`src/rtl/alu_pkg.sv`:
```
// Shared ALU-side types: branch condition encodings and the NZVC flag layout.
package alu_pkg;

    typedef enum logic [2:0] {
        COND_AL,
        COND_EQ,
        COND_NE,
        COND_LT,
        COND_GE,
        COND_CS,
        COND_CC,
        COND_MI
    } cond_t;

    typedef struct packed {
        logic n;
        logic z;
        logic v;
        logic c;
    } flags_t;

    localparam int unsigned FLAG_N = 3;
    localparam int unsigned FLAG_Z = 2;
    localparam int unsigned FLAG_V = 1;
    localparam int unsigned FLAG_C = 0;

endpackage

```
`src/rtl/alu_result_buffer_cond_eval.sv`:
```
// Combinational branch-condition evaluator over the NZVC status flags.
module cond_eval
    import alu_pkg::*;
(
    input  flags_t i_flags,
    input  cond_t  i_cond,
    output logic   o_cond_true
);

    always_comb begin
        o_cond_true = 1'b0;
        case (i_cond)
            COND_AL: o_cond_true = 1'b1;
            COND_EQ: o_cond_true = i_flags.z;
            COND_NE: o_cond_true = ~i_flags.z;
            COND_LT: o_cond_true = i_flags.n ^ i_flags.v;
            COND_GE: o_cond_true = ~(i_flags.n ^ i_flags.v);
            COND_CS: o_cond_true = i_flags.c;
            COND_CC: o_cond_true = ~i_flags.c;
            COND_MI: o_cond_true = i_flags.n;
            default: o_cond_true = 1'b0;
        endcase
    end

endmodule

```
`src/rtl/alu_result_buffer.sv`:
```
// 2-entry skid buffer for ALU results plus the NZVC status register and branch evaluation.
// Optional ALU_STICKY_OVERFLOW_EN adds a sticky overflow bit with sticky_clr/sticky_ov ports.
module alu_result_buffer
    import alu_pkg::*;
#(
    parameter int unsigned N     = 8,
    parameter int unsigned DEPTH = 2
) (
    input  logic         clk,
    input  logic         rst,
    input  logic         in_valid,
    output logic         in_ready,
    input  logic [N-1:0] in_result,
    input  logic         in_zero,
    input  logic         in_negative,
    input  logic         in_overflow,
    input  logic         in_carry,
    input  logic         in_flag_we,
    output logic         out_valid,
    input  logic         out_ready,
    output logic [N-1:0] out_result,
    output logic [3:0]   flags,
`ifdef ALU_STICKY_OVERFLOW_EN
    input  logic         sticky_clr,
    output logic         sticky_ov,
`endif
    input  logic [2:0]   cond,
    output logic         cond_true
);

    localparam logic [1:0] FULL = 2'(DEPTH);

    logic [N-1:0] r_entry [0:1];
    logic         r_wr_ptr;
    logic         r_rd_ptr;
    logic [1:0]   r_count;
    flags_t       r_flags;

    logic         w_push;
    logic         w_pop;
    cond_t        w_cond;

    assign in_ready   = (r_count != FULL) & ~rst;
    assign out_valid  = (r_count != 2'd0);
    assign out_result = r_entry[r_rd_ptr];
    assign w_push     = in_valid & in_ready;
    assign w_pop      = out_valid & out_ready;
    assign flags      = r_flags;
    assign w_cond     = cond_t'(cond);

    // Only slot 0 is cleared: rd_ptr returns to 0, so that alone forces out_result to 0.
    always_ff @(posedge clk) begin
        if (rst) begin
            r_count    <= '0;
            r_wr_ptr   <= 1'b0;
            r_rd_ptr   <= 1'b0;
            r_flags    <= '0;
            r_entry[0] <= '0;
        end else begin
            if (w_push) begin
                r_entry[r_wr_ptr] <= in_result;
                r_wr_ptr          <= ~r_wr_ptr;
                if (in_flag_we) begin
                    r_flags <= '{n: in_negative, z: in_zero, v: in_overflow, c: in_carry};
                end
            end
            if (w_pop) begin
                r_rd_ptr <= ~r_rd_ptr;
            end
            case ({w_push, w_pop})
                2'b10:   r_count <= r_count + 2'd1;
                2'b01:   r_count <= r_count - 2'd1;
                default: r_count <= r_count;
            endcase
        end
    end

`ifdef ALU_STICKY_OVERFLOW_EN
    logic r_sticky_ov;

    // Set takes priority over clear so an overflow in the clearing cycle is not lost.
    always_ff @(posedge clk) begin
        if (rst) begin
            r_sticky_ov <= 1'b0;
        end else if (w_push & in_overflow) begin
            r_sticky_ov <= 1'b1;
        end else if (sticky_clr) begin
            r_sticky_ov <= 1'b0;
        end
    end

    assign sticky_ov = r_sticky_ov;
`endif

    cond_eval u_cond_eval (
        .i_flags    (r_flags),
        .i_cond     (w_cond),
        .o_cond_true(cond_true)
    );

endmodule
```
`config.mk`:
```
export PLATFORM = sky130hd
export DESIGN_NAME = alu_result_buffer
export DESIGN_NICKNAME = d
export VERILOG_FILES = /design/src/rtl/alu_pkg.sv /design/src/rtl/alu_result_buffer_cond_eval.sv /design/src/rtl/alu_result_buffer.sv
export SDC_FILE = /design/constraint.sdc
export NUM_CORES = 1
export LEC_CHECK = 0
export CAP_MARGIN = 20
export CELL_PAD_IN_SITES_DETAIL_PLACEMENT = 0
export CELL_PAD_IN_SITES_GLOBAL_PLACEMENT = 1
export CORE_UTILIZATION = 33
export DETAILED_ROUTE_END_ITERATION = 8
export HOLD_SLACK_MARGIN = 0.15
export PLACE_DENSITY_LB_ADDON = 0.2
export SYNTH_ARGS = -nofsm -noshare
export SYNTH_HDL_FRONTEND = slang
export SYNTH_HIERARCHICAL = 1
export SYNTH_SLANG_ARGS = --single-unit
export TNS_END_PERCENT = 1
```
`constraint.sdc`:
```
create_clock -name clk -period 2.1 [get_ports clk]
set_clock_uncertainty 0.05 [all_clocks]
set_input_delay 0.525 -clock clk [delete_from_list [all_inputs] [get_ports clk]]
set_output_delay 0.525 -clock clk [all_outputs]
set_load 0.02 [all_outputs]
```
==> results.py <==
metrics = {
    "status": {
        "run_status": "completed",
    },
    "yosys": {
        "synth-main-ff-cell": "edfxtp_1",
        "netlist_top_cells_count": "edfxtp_1 (16), dfxtp_1 (9), mux2_2 (9)",
        "syn_nets": 111,
        "avgSynthCellArea_um2": 12.4,
        "synthMuxAreaShare_pct": 9.09,
        "ys_warn_count": 6,
        "synth_top_area_share_pct": 43.1,
        "synth_fa_ha_area_share_pct": 1.12,
        "synth_area_leader_cell": "edfxtp_1",
        "synth-compound-area-share_pct": 11.6,
        "yosysMostFrequentCell": "edfxtp_1",
        "synth_edf_count": 16,
        "ys_ff_latch": 25,
        "synthesis.area_um2": 1110,
        "async_flop_share_pct": 0,
        "synthXorXnorAreaFrac_pct": 3.14,
        "post_synth_num_cell_types": 28,
        "synthSimpleGateAreaFrac_pct": 11.4,
        "yosysSeqAreaShare_pct": 59.3,
        "ys_top_cells_by_area": "edfxtp_1 (43%), dfxtp_1 (16%), mux2_2 (9.1%), and3_1 (4.5%), a311oi_1 (3.9%)",
        "synth_top_family_by_area": "compound AO/OA/AOI/OAI gates",
        "postSynthCellCount": 90,
    },
    "pwr": {
        "clkPwrFrac_pct": 15.4,
        "netSwitchingFraction_pct": 32.3,
        "seq_power_share_pct": 46.5,
        "netSwitchingPower_mw": 0.451,
        "p_per_area_nw_per_um2": 857,
        "internal_power_mw": 0.947,
        "p_comb_share_pct": 38.1,
        "p_leak_nw": 0.672,
        "total_power_mw": 1.40,
        "peakVddDrop_mv": 0.449,
    },
    "sta": {
        "timing.final.crit_share_pct": 97.0,
        "timing.fmax_mhz": 491,
        "tightest_slew_ns": 0.317,
        "post-route-min-period_ns": 2.04,
        "drv_slew": 0,
        "finalHoldViolCount": 0,
        "rsz0062_at_grt": "false",
        "final-setup-viol-count": 0,
        "relSlewSlack_pct": 78.8,
    },
    "critical_path": {
        "start_kind": "input port",
        "worstPathArrival_ns": 1.46,
        "end_kind": "primary output",
        "critical_path_buf_inv_count": 2,
        "cp.depth": 5,
        "rr_worst_depth": 7,
        "worst-setup-path-type": "in -> out",
        "cpLargestDelayFamily": "buffers and inverters",
        "crit_chain": "dlygate4sd2_1 -> mux2_2 -> a21oi_1 -> o22ai_1 -> buf_4",
        "max_stage_delay_ns": 0.29,
        "required_ns": 1.52,
        "cpMaxStageDelayCell": "dlygate4sd2_1",
        "crit_fanout": 5,
    },
    "route": {
        "dr.pass1.iters": 6,
        "wl_per_cell_um": 12.8,
        "drc": 0,
        "ant_nets": 0,
        "dr_total_vias": 835,
        "viasPerCell": 4.66,
        "drt_iter0_drc": 19,
        "drt-total-wl_um": 2300,
    },
    "clocking": {
        "cts_tree": "done",
        "clock_latency_ns": 0.31,
        "path_clk_slew_ns": 0.14,
        "postCtsSetupBuffers": 0,
        "cts_root_buffer": "clkbuf_4",
        "cts_buffers": 3,
        "cts-htree-levels": 1,
        "ctsHoldBuffers": 0,
        "cts.sinks": 25,
        "clockBufferDepth": 2,
    },
    "hold_path": {
        "hold_path_class": "reg -> reg",
        "holdPathStages": 2,
    },
    "global_routing": {
        "grt_first_pass_wirelength_um": 3710,
        "grt_max_degree": 16,
        "grt_pass1_vias": 837,
        "grt_use_total_pct": 13.9,
        "antenna_found_initial": 0,
        "grt_remaining_overflow": 0,
    },
    "floorplanning": {
        "die_h_um": 60.1,
        "start_util_pct": 35.6,
        "dieArea_um2": 3610,
        "rows": 20,
        "core_um2": 3130,
        "die_w_um": 60.1,
        "io_pins": 35,
    },
    "layout": {
        "final_util_pct": 52.2,
        "drive_gt1_share_pct": 27.4,
        "layout.nets": 157,
        "nFillCells": 293,
        "area_growth_syn_to_layout_pct": 46.4,
        "diodes": 0,
    },
    "placement": {
        "hpwl_um": 1630,
        "io_buffers": 34,
        "place.gp.congestion": 0.633,
    },
    "run": {
        "drv_cap": 0,
    },
}
-- per-stage QoR --
stage / instances / instance area, um^2 / setup slack [ns] / hold WS, ns / setup TNS [ns]
4_1_cts: 179 / 1600 / -0.101 / 0.484 / -0.101
6_report: 179 / 1630 / 0.0636 / 0.481 / 0
5_1_grt: 179 / 1630 / 0.0148 / 0.541 / 0
2_1_floorplan: 90 / 1110 / 0.278 / 0.431 / 0
3_5_place_dp: 175 / 1590 / -0.532 / 0.450 / -3.45
3_3_place_gp: 175 / 1590 / -0.493 / 0.453 / -3.19
-- worst min-delay path, cell delays in order (launching register included) --
cell and delay, ns:
dfxtp_1 0.35, xnor2_1 0.08, nor2_1 0.08
-- cell type report --
cell class / count / area, um^2 / share of cell area [%]
inverter: 7 / 26.3 / 1.61
clock buffer: 3 / 22.5 / 1.38
clock inverter: 1 / 7.51 / 0.460
multi-input combinational: 53 / 425 / 26.1
timing repair buffer: 46 / 430 / 26.4
sequential: 25 / 664 / 40.7
tap: 44 / 55.1 / 3.37
-- worst paths after layout --
| kind | start | endpoint | slack [ns] |
|---|---|---|---|
| min | r_rd_ptr | r_rd_ptr | 0.48 |
| max | cond[0] | cond_true | 0.06 |
| max reg2reg | r_count[0] | r_count[1] | 0.18 |
| min reg2reg | r_rd_ptr | r_rd_ptr | 0.48 |
-- logic make-up after synthesis --
group,count (synthesis)
mux,9
fa+ha+maj,1
compound gates,17
buf+inv,12
flops,25
xor+xnor,4
simple gates,22
-- registers in the layout (all words and copies together), names as in the netlist, named ones only --
register	cells
r_count	2
r_wr_ptr	1
flags	4
r_rd_ptr	1
r_entry	16
-- placed cells by master, fill, tap and decap left out --
cell | Yosys | routed
o21a_1 | 1 | 1
dfxtp_1 | 9 | 8
dfxtp_4 | 0 | 1
ha_1 | 1 | 1
a2bb2oi_2 | 0 | 1
a21oi_1 | 3 | 3
edfxtp_1 | 16 | 16
a311oi_1 | 5 | 4
dlymetal6s2s_1 | 0 | 2
mux2_2 | 9 | 9
o22ai_1 | 1 | 1
nand3_1 | 1 | 1
or2_2 | 1 | 1
clkbuf_4 | 0 | 3
nor2b_1 | 2 | 2
or3_1 | 1 | 1
xor2_2 | 0 | 1
nand2b_1 | 1 | 1
inv_2 | 0 | 1
dlygate4sd2_1 | 0 | 12
nand3b_1 | 1 | 1
a311oi_2 | 0 | 1
nand2b_2 | 1 | 1
buf_12 | 0 | 1
nor2_1 | 5 | 5
o21ai_0 | 1 | 1
a31o_2 | 4 | 4
and2_1 | 1 | 1
xnor2_1 | 2 | 2
clkinvlp_4 | 0 | 1
buf_4 | 0 | 12
inv_1 | 7 | 6
and3_1 | 8 | 8
a21o_1 | 1 | 1
xor2_1 | 2 | 1
clkdlybuf4s50_1 | 0 | 19
-- per-layer routing --
metal | GRT usage [%] | routed length [um]
met5 | 0 | 0
met4 | 4.98 | 17
met3 | 2.38 | 77
met1 | 16.8 | 1060
met2 | 24.3 | 1140
-- power by group through the flow --
stage               combinational (mW)  clock (mW)  sequential, mW
floorplan                        0.341           0           0.637
global route                     0.581       0.243           0.662
global placement                 0.570           0           0.660
CTS                              0.532       0.226           0.652
detailed placement               0.578           0           0.661
finish                           0.533       0.215           0.651
-- repair_timing --
action	4_1_cts	5_1_grt
endpoints found under the setup margin	12	1
resized for setup	18	7
cloned	0	0
Power figures use the tool's default switching activity.
